## config.mk

```make
export PLATFORM = sky130hd
export DESIGN_NAME = dm_block_reader
export DESIGN_NICKNAME = d
export VERILOG_FILES = /design/src/rtl/dm_block_reader.sv
export SDC_FILE = /design/constraint.sdc
export NUM_CORES = 1
export LEC_CHECK = 0
export ABC_AREA = 0
export CORE_ASPECT_RATIO = 0.9
export CORE_MARGIN = 2
export CORE_UTILIZATION = 50
export CTS_CLUSTER_SIZE = 28
export DETAILED_ROUTE_END_ITERATION = 8
export HOLD_SLACK_MARGIN = 0.15
export PLACE_DENSITY = 0.73
export SYNTH_ARGS = -nofsm -noshare
export SYNTH_HDL_FRONTEND = slang
export SYNTH_SLANG_ARGS = --single-unit
```

## constraint.sdc

```tcl
create_clock -name clk -period 2.7 [get_ports clk]
set_input_delay 0.405 -clock clk [delete_from_list [all_inputs] [get_ports clk]]
set_output_delay 0.405 -clock clk [all_outputs]
set_load 0.02 [all_outputs]
```

## src/rtl/dm_block_reader.sv

```systemverilog
// dm_block_reader: streams a block of consecutive data-memory words onto a FIFO-buffered valid/ready output
module dm_block_reader #(
    parameter int MEMORY_ADDR_SIZE = 10,
    parameter int MEMORY_DATA_SIZE = 16,
    parameter int FIFO_DEPTH       = 4
) (
    input  logic                        clk,
    input  logic                        rst,
    input  logic                        start,
    input  logic [MEMORY_ADDR_SIZE-1:0] base_addr,
    input  logic [MEMORY_ADDR_SIZE:0]   length,
    output logic                        busy,
    output logic                        done,
    output logic                        mem_readEn,
    output logic                        mem_writeEn,
    output logic [MEMORY_ADDR_SIZE-1:0] mem_address,
    input  logic [MEMORY_DATA_SIZE-1:0] mem_dataOut,
    output logic                        out_valid,
    input  logic                        out_ready,
    output logic [MEMORY_DATA_SIZE-1:0] out_data,
    output logic                        out_last
);
    localparam int AW = MEMORY_ADDR_SIZE;
    localparam int DW = MEMORY_DATA_SIZE;
    localparam int PW = $clog2(FIFO_DEPTH);
    localparam logic [AW:0] ONE = 1;

    typedef enum logic [1:0] {IDLE, READ, DRAIN, FIN} state_t;

    state_t         state;
    logic [AW-1:0]  base;
    logic [AW:0]    len;
    logic [AW:0]    issued;
    logic [AW:0]    popped;
    logic           inflight;
    logic [PW:0]    count;
    logic [PW-1:0]  wr_ptr;
    logic [PW-1:0]  rd_ptr;
    logic [DW-1:0]  fifo [FIFO_DEPTH];
    logic           issue;
    logic           pop;

    // a read is only issued when its returning word is guaranteed a free FIFO slot
    always_comb begin
        issue = state == READ && issued < len && 32'(count) + 32'(inflight) < FIFO_DEPTH;
        pop   = count != '0 && out_ready;
    end

    assign busy        = state == READ || state == DRAIN;
    assign done        = state == FIN;
    assign mem_readEn  = issue;
    assign mem_writeEn = 1'b0;
    assign mem_address = base + issued[AW-1:0];
    assign out_valid   = count != '0;
    assign out_data    = fifo[rd_ptr];
    assign out_last    = out_valid && popped + ONE == len;

    always_ff @(posedge clk) begin
        if (rst) begin
            state    <= IDLE;
            base     <= '0;
            len      <= '0;
            issued   <= '0;
            popped   <= '0;
            inflight <= 1'b0;
            count    <= '0;
            wr_ptr   <= '0;
            rd_ptr   <= '0;
            for (int i = 0; i < FIFO_DEPTH; i++) fifo[i] <= '0;
        end else begin
            inflight <= issue;
            count    <= count + (PW+1)'(inflight) - (PW+1)'(pop);
            if (issue) issued <= issued + ONE;
            if (inflight) begin
                fifo[wr_ptr] <= mem_dataOut;
                wr_ptr       <= wr_ptr + PW'(1);
            end
            if (pop) begin
                rd_ptr <= rd_ptr + PW'(1);
                popped <= popped + ONE;
            end
            case (state)
                IDLE: if (start) begin
                    base   <= base_addr;
                    len    <= length;
                    issued <= '0;
                    popped <= '0;
                    state  <= length == '0 ? FIN : READ;
                end
                READ:  if (issued == len) state <= DRAIN;
                // finish as the last word leaves, so done lands the cycle after its handshake
                DRAIN: if (!inflight && count == (PW+1)'(pop)) state <= FIN;
                default: state <= IDLE;
            endcase
        end
    end
endmodule

```

Yosys cells after proc, flatten, opt, wreduce, memory -nomap -nowiden

Memories as Yosys holds them, arrays and structs flattened. A register that Yosys moved wholly into a read port is not among the register bits.
Cells that the tools add are included.

Logic and storage cells: 63
Memory bits (writable): 64
Memories: 1
Register bits after elaboration: 53

Muxes and demuxes: 21
$lt $le $gt $ge: 2
Reductions and logical operators: 13
Add/subtract/negate cells: 8
Equality and inequality tests: 9

Memories:

| memory | words | bits a word | rd ports | clocked after Yosys merged registers in | write ports | line | source |
|---|---|---|---|---|---|---|---|
| fifo   | 4     | 16          | 1        | 1                                       | 4           | 39   | `logic [DW-1:0] fifo [FIFO_DEPTH];` |

Operators with widths:

| operator                | count |
|---|---|
| $mux W11                | 6 |
| $add A11 B1 Y11 const B | 2 |
| $eq A11 B11 Y1          | 2 |
| $mux W16                | 1 |
| $reduce_or A16 Y1       | 1 |
| $mux W2                 | 7 |
| $logic_not A11 Y1       | 1 |
| $lt A11 B11 Y1          | 1 |
| $add A10 B10 Y10        | 1 |
| $mux W1                 | 6 |
| $pmux W2 S3             | 1 |
| $logic_and A1 B1 Y1     | 5 |
| $add A2 B1 Y2 const B   | 2 |
| $add A3 B1 Y4           | 1 |
| $eq A2 B2 Y1 const B    | 2 |
| $lt A4 B3 Y1 const B    | 1 |
| $ne A2 B1 Y1 const B    | 2 |
| $add A3 B1 Y3           | 1 |
| $eq A3 B1 Y1            | 1 |
| $reduce_and A3 Y1       | 1 |
| $reduce_bool A3 Y1      | 1 |
| $sub A3 B1 Y3           | 1 |
| $eq A2 B1 Y1 const B    | 1 |
| $logic_not A2 Y1        | 1 |
| 4 further kinds         | 4 |

Longest topological paths before layout

Gate-level depths: netlist of the first run.

Depth after elaboration: 6
Mapped depth: 10
Depth with buffers taken out: 10

Least setup slack after synthesis of the first run

Ideal clock, no wire load.

Path type: register to output
From: reg issued[1]
To: out mem_address[9]
Stages on the path, launching flop included: 8
Data arrival time: 2.056 ns
Path slack: 0.239 ns
Cells stage by stage: dfxtp_1 ha_1 a21o_1 a21oi_1 nor2b_1 o41ai_2 mux2i_1 nor3_1

Cells in the longest elaborated chain, start to end: 1

Ends and longest elaborated chain:

| item                     | line | source |
|---|---|---|
| start: declaration       | 33   | `logic [AW:0] issued;` |
| start signal: assignment | 73   | `if (issue) issued <= issued + ONE;` |
| $add A10 B10 Y10         | 53   | `assign mem_address = base + issued[AW-1:0];` |
| end: declaration         | 16   | `output logic [MEMORY_ADDR_SIZE-1:0] mem_address,` |

Every way passes these cells.

Worst setup path in the final report of the first run

From: reg issued[1]
To: out mem_address[7]

The elaborated chain is that of the path after synthesis.

==> flow_summary.json, run 1 <==
{
  "grt_use_total_pct": 22.7,
  "diodes": 0,
  "numCtsBuffers": 17,
  "fmax_mhz": 371,
  "fp-row-count": 38,
  "clkTransAtPathRegs_ns": 0.05,
  "finalSetupTns_ns": 0,
  "syn_area_per_cell_um2": 10.6,
  "startpoint_type": "flip-flop",
  "fillers": 929,
  "die_x_um": 121,
  "syn_nets": 656,
  "detail-route-antenna-nets": 0,
  "synth_edf_count": 64,
  "yosysWarningCount": 0,
  "yosysSeqAreaShare_pct": 48.9,
  "dr.pass1.iters": 4,
  "final_cell_area_um2": 8040,
  "r2r-start": "count[1]",
  "dp_slack_ns": -0.161,
  "htreeDepth": 4,
  "endpoint": "mem_address[7]",
  "nNetsFinal": 758,
  "area_delta_synth_final_pct": 30.1,
  "io_pins": 73,
  "worstReg2RegEnd": "state[1]",
  "rsz0062_at_grt": "true",
  "leakagePower_nw": 3.15,
  "gp_congestion": 0.851,
  "ir_drop_uv": 528,
  "grt_first_pass_wirelength_mm": 23.0,
  "worstPathRequired_ns": 2.30,
  "use_met1_pct": 29.0,
  "rrSetupSlack_ns": 0.18,
  "post_drt_wl_per_cell_um": 16.7,
  "report.power.total_mw": 6.80,
  "numPortBuffers": 71,
  "syn-cell-area_um2": 6180,
  "drv_cap": 0,
  "cts_sinks": 119,
  "cts_root_buffer": "clkbuf_16",
  "drcViolationCount": 0,
  "critPathCaptureType": "output port",
  "wirelength_mm": 14.4,
  "synthArstFlopShare_pct": 0,
  "fin_crit_sh_pct": 99.9,
  "status": "finished clean",
  "slew_violations": 0,
  "drive_above_1_share_pct": 18.9,
  "grtUsageMet3_pct": 5.29,
  "cellPowerDensity_nw_per_um2": 846,
  "cts_tree": "yes",
  "hold_class": "flip-flop to flip-flop",
  "critPathArrivalTime_ns": 2.29,
  "ys_ff_latch": 119,
  "grt_pass1_vias": 4652,
  "top_usage_layer": "met2",
  "crit_type": "flip-flop to output port",
  "final_util_pct": 66.6,
  "rr_worst_depth": 9,
  "path_max_fanout": 3,
  "crit_path_start": "issued[1]",
  "viasPerCell": 5.44,
  "use_met2_pct": 37.7,
  "placed_cell_area_um2": 7250,
  "vias": 4674,
  "cts_buffer_depth": 2,
  "ys.flop_type": "edfxtp_1",
  "worstSkewPairLatency_ns": 0.42,
  "drt_iter0_drc": 402,
  "grt_max_degree": 41,
  "die_h_um": 109,
  "synth.distinct_cells": 60,
  "setup_viol_count_final": 0,
  "place_hpwl_mm": 9.73,
  "antenna_found_initial": 0,
  "start_util_pct": 51.2,
  "cts_hold_buf": 0,
  "min_period_ns": 2.70,
  "hold_violations": 0,
  "grt_remaining_overflow": 0,
  "syn_inst": 584,
  "die-area_um2": 13300,
  "coreArea_um2": 12100,
  "fin_ws_ns": 0.00205,
  "fin_skew_ns": 0.00604
}
## state kept, by name (all words and copies together) (netlist names), named ones only
name / cells
inflight: 1
len: 11
popped: 11
count: 3
rd_ptr: 2
state: 2
base: 10
issued: 11
wr_ptr: 2
fifo: 64
## cell usage after synthesis (2+ instances only)
cell type	instances	area [um^2]
xor2_1	15	131
clkbuf_1	18	67.6
and4_1	2	17.5
or3_1	8	50.1
and3_1	5	31.3
nor3_1	8	40.0
ha_1	29	363
or2_2	3	18.8
a21o_1	2	15.0
o41ai_1	2	17.5
nand4_1	9	56.3
o21a_1	2	15.0
xnor2_1	16	140
nand2_1	68	255
nor2_1	34	128
fa_1	2	40.0
nor3b_1	3	22.5
buf_6	2	22.5
edfxtp_1	64	1920
o21ai_1	7	35.0
or4_1	7	52.6
nand3_1	13	65.1
o21ai_0	9	45.0
o31ai_1	6	45.0
nor2b_1	7	43.8
a21oi_1	40	200
nor4_1	3	18.8
dfxtp_1	55	1100
inv_2	2	7.51
o211ai_1	3	22.5
buf_2	6	30.0
nand2b_1	4	25.0
o21bai_1	2	15.0
inv_1	20	75.1
and2_1	68	425
mux4_2	16	360
## routing by layer
metal / wire length (um) / up-vias
met4: 331 / 0
li1: - / 2286
met2: 7060 / 109
met3: 545 / 32
met1: 6430 / 2247
met5: 0 / -
## worst min-delay path by stage
stage | slack [ns] | endpoint | cells after the start | from
6_report | 0.47 | base[6] | 2 | base[6]
5_1_grt | 0.48 | base[4] | 2 | base[4]
4_1_cts | 0.47 | base[0] | 2 | base[0]
3_5_place_dp | 0.46 | base[4] | 2 | base[4]
3_3_place_gp | 0.45 | base[4] | 2 | base[4]
2_1_floorplan | 0.44 | base[0] | 2 | base[0]
## what timing repair did
item,in CTS,in global routing
pin swaps,8,12
setup endpoints to repair,10,11
cloned,0,0
gates resized for setup,44,25
setup buffers,1,1
## metrics by stage
stage / std cells / hold slack [ns]
2_1_floorplan: 584 / 0.441
3_3_place_gp: 825 / 0.448
3_5_place_dp: 825 / 0.459
4_1_cts: 858 / 0.466
5_1_grt: 859 / 0.484
6_report: 859 / 0.466
## power breakdown
part | switching (mW) | total [mW] | internal (mW)
combinational | 1.07 | 1.96 | 0.882
clock | 0.796 | 2.61 | 1.82
sequential | 0.127 | 2.23 | 2.10
## critical path, cell delays in order, from the launching register on
cell,delay [ns]
dfxtp_2,0.36
ha_4,0.20
a21o_1,0.16
a21oi_2,0.17
nor2b_2,0.08
o41ai_4,0.36
buf_4,0.18
nor2_2,0.03
xor2_1,0.16
buf_4,0.16
## kinds of logic (layout without fill, tap and decap cells)
group / Yosys count / in the layout / share of synthesized area, %
multiplexers: 18 / 18 / 6.17
AO/OA/AOI/OAI: 84 / 84 / 8.60
adder cells (fa/ha/maj): 31 / 31 / 6.52
AND/OR/NAND/NOR: 247 / 247 / 21.1
other: 1 / 1 / 0.0607
flip-flops: 119 / 119 / 48.9
buffers and inverters: 51 / 166 / 3.52
XOR/XNOR: 33 / 33 / 5.10
## area by class of cell
cell class | instances | area [um^2] | area share [%]
flip-flops and latches | 119 | 3030 | 37.7
clock inverters | 14 | 253 | 3.14
inverters | 23 | 86.3 | 1.07
well taps | 160 | 200 | 2.49
multi-input cells | 414 | 3050 | 37.9
clock buffers | 18 | 429 | 5.34
repair buffers | 111 | 993 | 12.4
## cells in the final DEF (no fill, tap or decap), types with 3 or more instances in the layout
master and instances:
or3_1 8, inv_1 19, nand4_1 9, clkdlybuf4s50_1 62, clkinv_1 4, bufinv_16 7, nor3b_1 3, o31ai_1 5
mux4_2 16, xor2_1 15, buf_2 3, o21ai_1 9, or4_1 7, ha_1 26, clkbuf_16 17, nand2b_1 4
edfxtp_1 64, inv_2 3, nor4_1 3, buf_4 42, nand2_1 66, and3_1 5, nor2b_1 5, nor3_1 8
dfxtp_1 48, nor2_2 3, a21oi_1 39, xnor2_1 15, dfxtp_2 6, and2_1 67, or2_2 3, o21ai_0 6
nor2_1 31, nand3_1 11, o211ai_1 3
(Power assumes the default switching activity.)
==> run 2, diff against run 1 <==
--- a/config.mk
+++ b/config.mk
@@ -6,13 +6,15 @@
 export NUM_CORES = 1
 export LEC_CHECK = 0
 export ABC_AREA = 0
+export CELL_PAD_IN_SITES_DETAIL_PLACEMENT = 2
+export CELL_PAD_IN_SITES_GLOBAL_PLACEMENT = 2
 export CORE_ASPECT_RATIO = 0.9
 export CORE_MARGIN = 2
-export CORE_UTILIZATION = 50
+export CORE_UTILIZATION = 37
 export CTS_CLUSTER_SIZE = 28
 export DETAILED_ROUTE_END_ITERATION = 8
 export HOLD_SLACK_MARGIN = 0.15
-export PLACE_DENSITY = 0.73
+export PLACE_DENSITY_LB_ADDON = 0.1
 export SYNTH_ARGS = -nofsm -noshare
 export SYNTH_HDL_FRONTEND = slang
 export SYNTH_SLANG_ARGS = --single-unit
==> flow_summary.json, run 2 (synthesis results as in run 1) <==
{
  "die_x_um": 140,
  "slowest_delay_ns": 0.33,
  "place_hpwl_mm": 13.4,
  "crit_type": "flip-flop to output port",
  "violations": "negative setup slack",
  "post_drt_wl_per_cell_um": 21.9,
  "critPathCaptureType": "output port",
  "grt_pass1_vias": 5684,
  "clkTransAtPathRegs_ns": 0.06,
  "largest_reg_flops": 64,
  "rsz0062_at_grt": "true",
  "worst_pin_slew_ns": 0.553,
  "drv_cap": 0,
  "cp_top_family": "compound AO/OA/AOI/OAI gates",
  "path_max_fanout": 2,
  "cts_sinks": 119,
  "detail-route-antenna-nets": 0,
  "leakagePower_nw": 3.19,
  "htreeDepth": 4,
  "viasPerCell": 5.39,
  "critPathArrivalTime_ns": 2.31,
  "worstPathRequired_ns": 2.30,
  "die_h_um": 127,
  "status": "finished with violations",
  "gp_congestion": 0.770,
  "wirelength_mm": 20.2,
  "io_pins": 73,
  "fin_ws_ns": -0.0180,
  "final_cell_mix": "nand2_1 (67), and2_1 (67), edfxtp_1 (64), clkdlybuf4s50_1 (61), buf_4 (59)",
  "cellPowerDensity_nw_per_um2": 804,
  "vias": 4976,
  "grt_remaining_overflow": 0,
  "worstSkewPairLatency_ns": 0.42,
  "dr.pass1.iters": 4,
  "cts_hold_buf": 0,
  "grt_use_total_pct": 23.6,
  "fp-row-count": 44,
  "startpoint_type": "flip-flop",
  "fin_skew_ns": 0.00856,
  "drcViolationCount": 0,
  "slew_violations": 0,
  "die-area_um2": 17800,
  "cts_tree": "yes",
  "start_util_pct": 38.1,
  "antenna_found_initial": 0,
  "hold_violations": 0,
  "crit_top_cell": "buf_4",
  "largest_register": "fifo",
  "cts_root_buffer": "clkbuf_16",
  "ir_drop_uv": 477,
  "fin_crit_sh_pct": 101,
  "path_buf_inv": 3,
  "diodes": 0,
  "numPortBuffers": 71,
  "crit_path_top_delay_cell": "dfxtp_2",
  "grt_max_degree": 25,
  "area_delta_synth_final_pct": 32.7,
  "drive_above_1_share_pct": 23.0,
  "path_cells": "ha_4, buf_6, a21o_1, a21oi_2, nor2b_2, o41ai_4, buf_4, mux2i_4, nor3_2, buf_4",
  "drt_iter0_drc": 253,
  "final_util_pct": 50.5,
  "numCtsBuffers": 17,
  "fmax_mhz": 368,
  "min_period_ns": 2.72,
  "nNetsFinal": 776,
  "hold_slack_ns": 0.473,
  "hold_class": "flip-flop to flip-flop",
  "grt_first_pass_wirelength_mm": 31.9,
  "coreArea_um2": 16200,
  "cts_buffer_depth": 2,
  "max-slew-margin-rel_pct": 63.1,
  "setup_viol_count_final": 1
}
-- run 2: path summary, 6_finish.rpt --
check / end / start / cells past startpoint / slack, ns
setup / recovery: mem_address[9] / base[0] / 10 / -0.02
hold / removal: base[6] / base[6] / 2 / 0.47
hold reg to reg: base[6] / base[6] / 2 / 0.47
setup reg to reg: state[1] / count[1] / 9 / 0.14
-- run 2: routing by layer --
metal | wire (um) | GRT usage [%]
met4 | 424 | 7.19
met2 | 10600 | 42.5
met1 | 8610 | 28.9
met5 | 0 | 0
met3 | 606 | 4.23
-- run 2: per-stage QoR --
step	std cells	total power [mW]	setup TNS (ns)	setup slack [ns]	cell area, um^2
after floorplan	584	3.45	0	0.239	6180
after global placement	885	4.26	-0.422	-0.142	7420
after detailed placement	885	4.35	-0.874	-0.278	7420
after CTS	924	6.63	-0.0683	-0.0398	8150
after global routing	924	6.91	-0.462	-0.133	8210
final	924	6.60	-0.0180	-0.0180	8210
-- run 2: worst reg2reg max path: cells and delay by family (launching register included) --
kind	cells	cell delay, ns
compound gates	2	0.45
fa+ha+maj	1	0.30
buf+inv	2	0.17
flops	1	0.39
simple gates	4	1.20
-- run 2: final cells by class --
type,instances,area [um^2]
clock inverters,15,136
flip-flops and latches,119,3030
multi-input cells,414,3130
fillers,1638,8030
repair buffers,129,1140
inverters,23,86.3
well taps,207,259
clock buffers,17,425
-- run 2: what timing repair did --
action                     CTS  global route
setup endpoints to repair   10            12
buffers inserted             7             0
resized for setup           71            26
pin swaps                   15             7
-- run 2: report_power, final --
| group | switching [mW] | total, mW | internal (mW) |
|---|---|---|---|
| sequential | 0.146 | 2.25 | 2.10 |
| clock | 0.857 | 2.20 | 1.34 |
| combinational | 1.21 | 2.15 | 0.941 |
==> run 3, diff against run 2 <==
--- a/config.mk
+++ b/config.mk
@@ -9,8 +9,8 @@
 export CELL_PAD_IN_SITES_DETAIL_PLACEMENT = 2
 export CELL_PAD_IN_SITES_GLOBAL_PLACEMENT = 2
 export CORE_ASPECT_RATIO = 0.9
-export CORE_MARGIN = 2
 export CORE_UTILIZATION = 37
+export CTS_CLUSTER_DIAMETER = 60
 export CTS_CLUSTER_SIZE = 28
 export DETAILED_ROUTE_END_ITERATION = 8
 export HOLD_SLACK_MARGIN = 0.15
==> flow_summary.json, run 3 (synthesis results as in run 1) <==
{
  "status": "finished with violations",
  "violations": "design-rule violations, negative setup slack",
  "slowest_delay_ns": 0.34,
  "drv_cap": 0,
  "setup_viol_count_final": 1,
  "crit_path_top_delay_cell": "dfxtp_2",
  "grt_pass1_vias": 5687,
  "coreArea_um2": 16200,
  "largest_register": "fifo",
  "gp_congestion": 0.801,
  "cts_sinks": 119,
  "die-area_um2": 17200,
  "rr_worst_depth": 9,
  "fin_skew_ns": 0.00645,
  "worst_hold_path.num_cells": 2,
  "place_hpwl_mm": 13.0,
  "fin_ws_ns": -0.0469,
  "cts_tree": "yes",
  "post_drt_wl_per_cell_um": 21.8,
  "final_cell_mix": "nand2_1 (67), and2_1 (67), edfxtp_1 (64), clkdlybuf4s50_1 (62), buf_4 (53)",
  "fp-row-count": 44,
  "vias": 4884,
  "finalSetupTns_ns": -0.0469,
  "drt_iter0_drc": 228,
  "drcViolationCount": 7,
  "fin_crit_sh_pct": 102,
  "path_buf_inv": 1,
  "largest_reg_flops": 64,
  "diodes": 0,
  "min_period_ns": 2.75,
  "cts_root_buffer": "clkbuf_16",
  "worstSkewPairLatency_ns": 0.42,
  "drive_above_1_share_pct": 20.3,
  "htreeDepth": 4,
  "die_h_um": 125,
  "critPathArrivalTime_ns": 2.34,
  "numPortBuffers": 71,
  "grt_max_degree": 41,
  "grt_remaining_overflow": 0,
  "slew_violations": 0,
  "detail-route-antenna-nets": 0,
  "startpoint_type": "flip-flop",
  "hold_class": "flip-flop to flip-flop",
  "path_cells": "ha_4, and2_4, xnor2_2, o32ai_2, a32oi_1, mux2_4, a2111oi_4, buf_4",
  "viasPerCell": 5.33,
  "io_pins": 73,
  "max-slew-margin-rel_pct": 59.3,
  "dp_slack_ns": -0.224,
  "hold_violations": 0,
  "worstReg2RegEnd": "state[1]",
  "cts_buffer_depth": 2,
  "cts_hold_buf": 0,
  "fmax_mhz": 364,
  "start_util_pct": 38.1,
  "cp_top_family": "compound AO/OA/AOI/OAI gates",
  "leakagePower_nw": 3.15,
  "clkTransAtPathRegs_ns": 0.06,
  "area_delta_synth_final_pct": 31.4,
  "grt_first_pass_wirelength_mm": 31.8,
  "rrSetupSlack_ns": 0.23,
  "worst_pin_slew_ns": 0.611,
  "critPathCaptureType": "output port",
  "cellPowerDensity_nw_per_um2": 835,
  "numCtsBuffers": 17,
  "r2r-start": "count[1]",
  "rsz0062_at_grt": "true",
  "path_max_fanout": 3,
  "hold-path-endpoint": "base[3]",
  "ir_drop_uv": 505,
  "min_from": "base[3]",
  "nNetsFinal": 768,
  "die_x_um": 138,
  "antenna_found_initial": 0,
  "crit_type": "flip-flop to output port",
  "dr.pass1.iters": 7,
  "worstPathRequired_ns": 2.30,
  "fillers": 1655,
  "wirelength_mm": 19.9,
  "grt_use_total_pct": 24.5
}
run 3: changes by cell type in the layout (fill, tap and decap cells not counted), sizes merged:
cell           previous run  this run
clkdlybuf4s50            61        62
bufinv                    2         4
dlymetal6s2s              1         0
clkinv                   10         7
dlygate4sd2               0         1
clkinvlp                  3         2
clkbuf                   19        20
buf                      65        57
run 3: worst reg2reg max path: stages (launching register included):
cell	delay, ns
dfxtp_1	0.38
or3_4	0.44
nand2_1	0.16
inv_2	0.08
ha_1	0.28
clkinv_1	0.09
o31ai_1	0.25
nand3_1	0.20
or3_1	0.39
a21oi_1	0.15
run 3: power by group:
group,switching (mW),internal [mW],total [mW]
clock,0.859,1.54,2.40
combinational,1.21,0.926,2.13
sequential,0.149,2.11,2.25
total,2.22,4.57,6.79
run 3: how the worst max path moves through the flow:
stage	startpoint	endpoint	slack (ns)	cells past startpoint
after floorplan	issued[1]	mem_address[9]	0.24	7
after global placement	base[0]	mem_address[8]	-0.16	10
after detailed placement	issued[0]	mem_address[8]	-0.22	10
after CTS	popped[0]	out_last	-0.06	9
after global routing	popped[0]	out_last	-0.14	8
final	popped[1]	out_last	-0.05	8
run 3: repair_timing:
| item | in CTS | in global routing |
|---|---|---|
| buffers inserted | 4 | 2 |
| setup endpoints to repair | 9 | 11 |
| pin swaps | 14 | 16 |
| gates resized for setup | 55 | 17 |
run 3: final cells by class:
cell class / instances / area [um^2] / share of cell area (%)
Sequential cell: 119 / 3030 / 37.3
Clock buffer: 19 / 433 / 5.33
Tap cell: 207 / 259 / 3.19
Multi-Input combinational cell: 414 / 3070 / 37.7
Clock inverter: 13 / 179 / 2.20
Inverter: 23 / 86.3 / 1.06
Timing Repair Buffer: 121 / 1070 / 13.1
run 3: routing by layer:
metal  wire, um  vias up  track usage (%)  share of wire [%]
met1       8810     2471             29.8                 44
met5          0        -                0                  0
met2      10300       89             43.6                 51
met3        568       28             4.19                2.8
met4        318        0             8.53                1.6
li1           -     2296                -                  -
run 3: through the flow:
step           hold slack, ns  cells  cell area (um^2)  total power, mW  utilization, %
6_report                0.475    916              8120             6.79            50.0
5_1_grt                 0.501    916              8120             7.10            50.0
4_1_cts                 0.483    914              8070             6.81            49.7
3_5_place_dp            0.470    878              7360             4.35            45.3
3_3_place_gp            0.447    878              7360             4.24            45.3
2_1_floorplan           0.441    584              6180             3.45               -
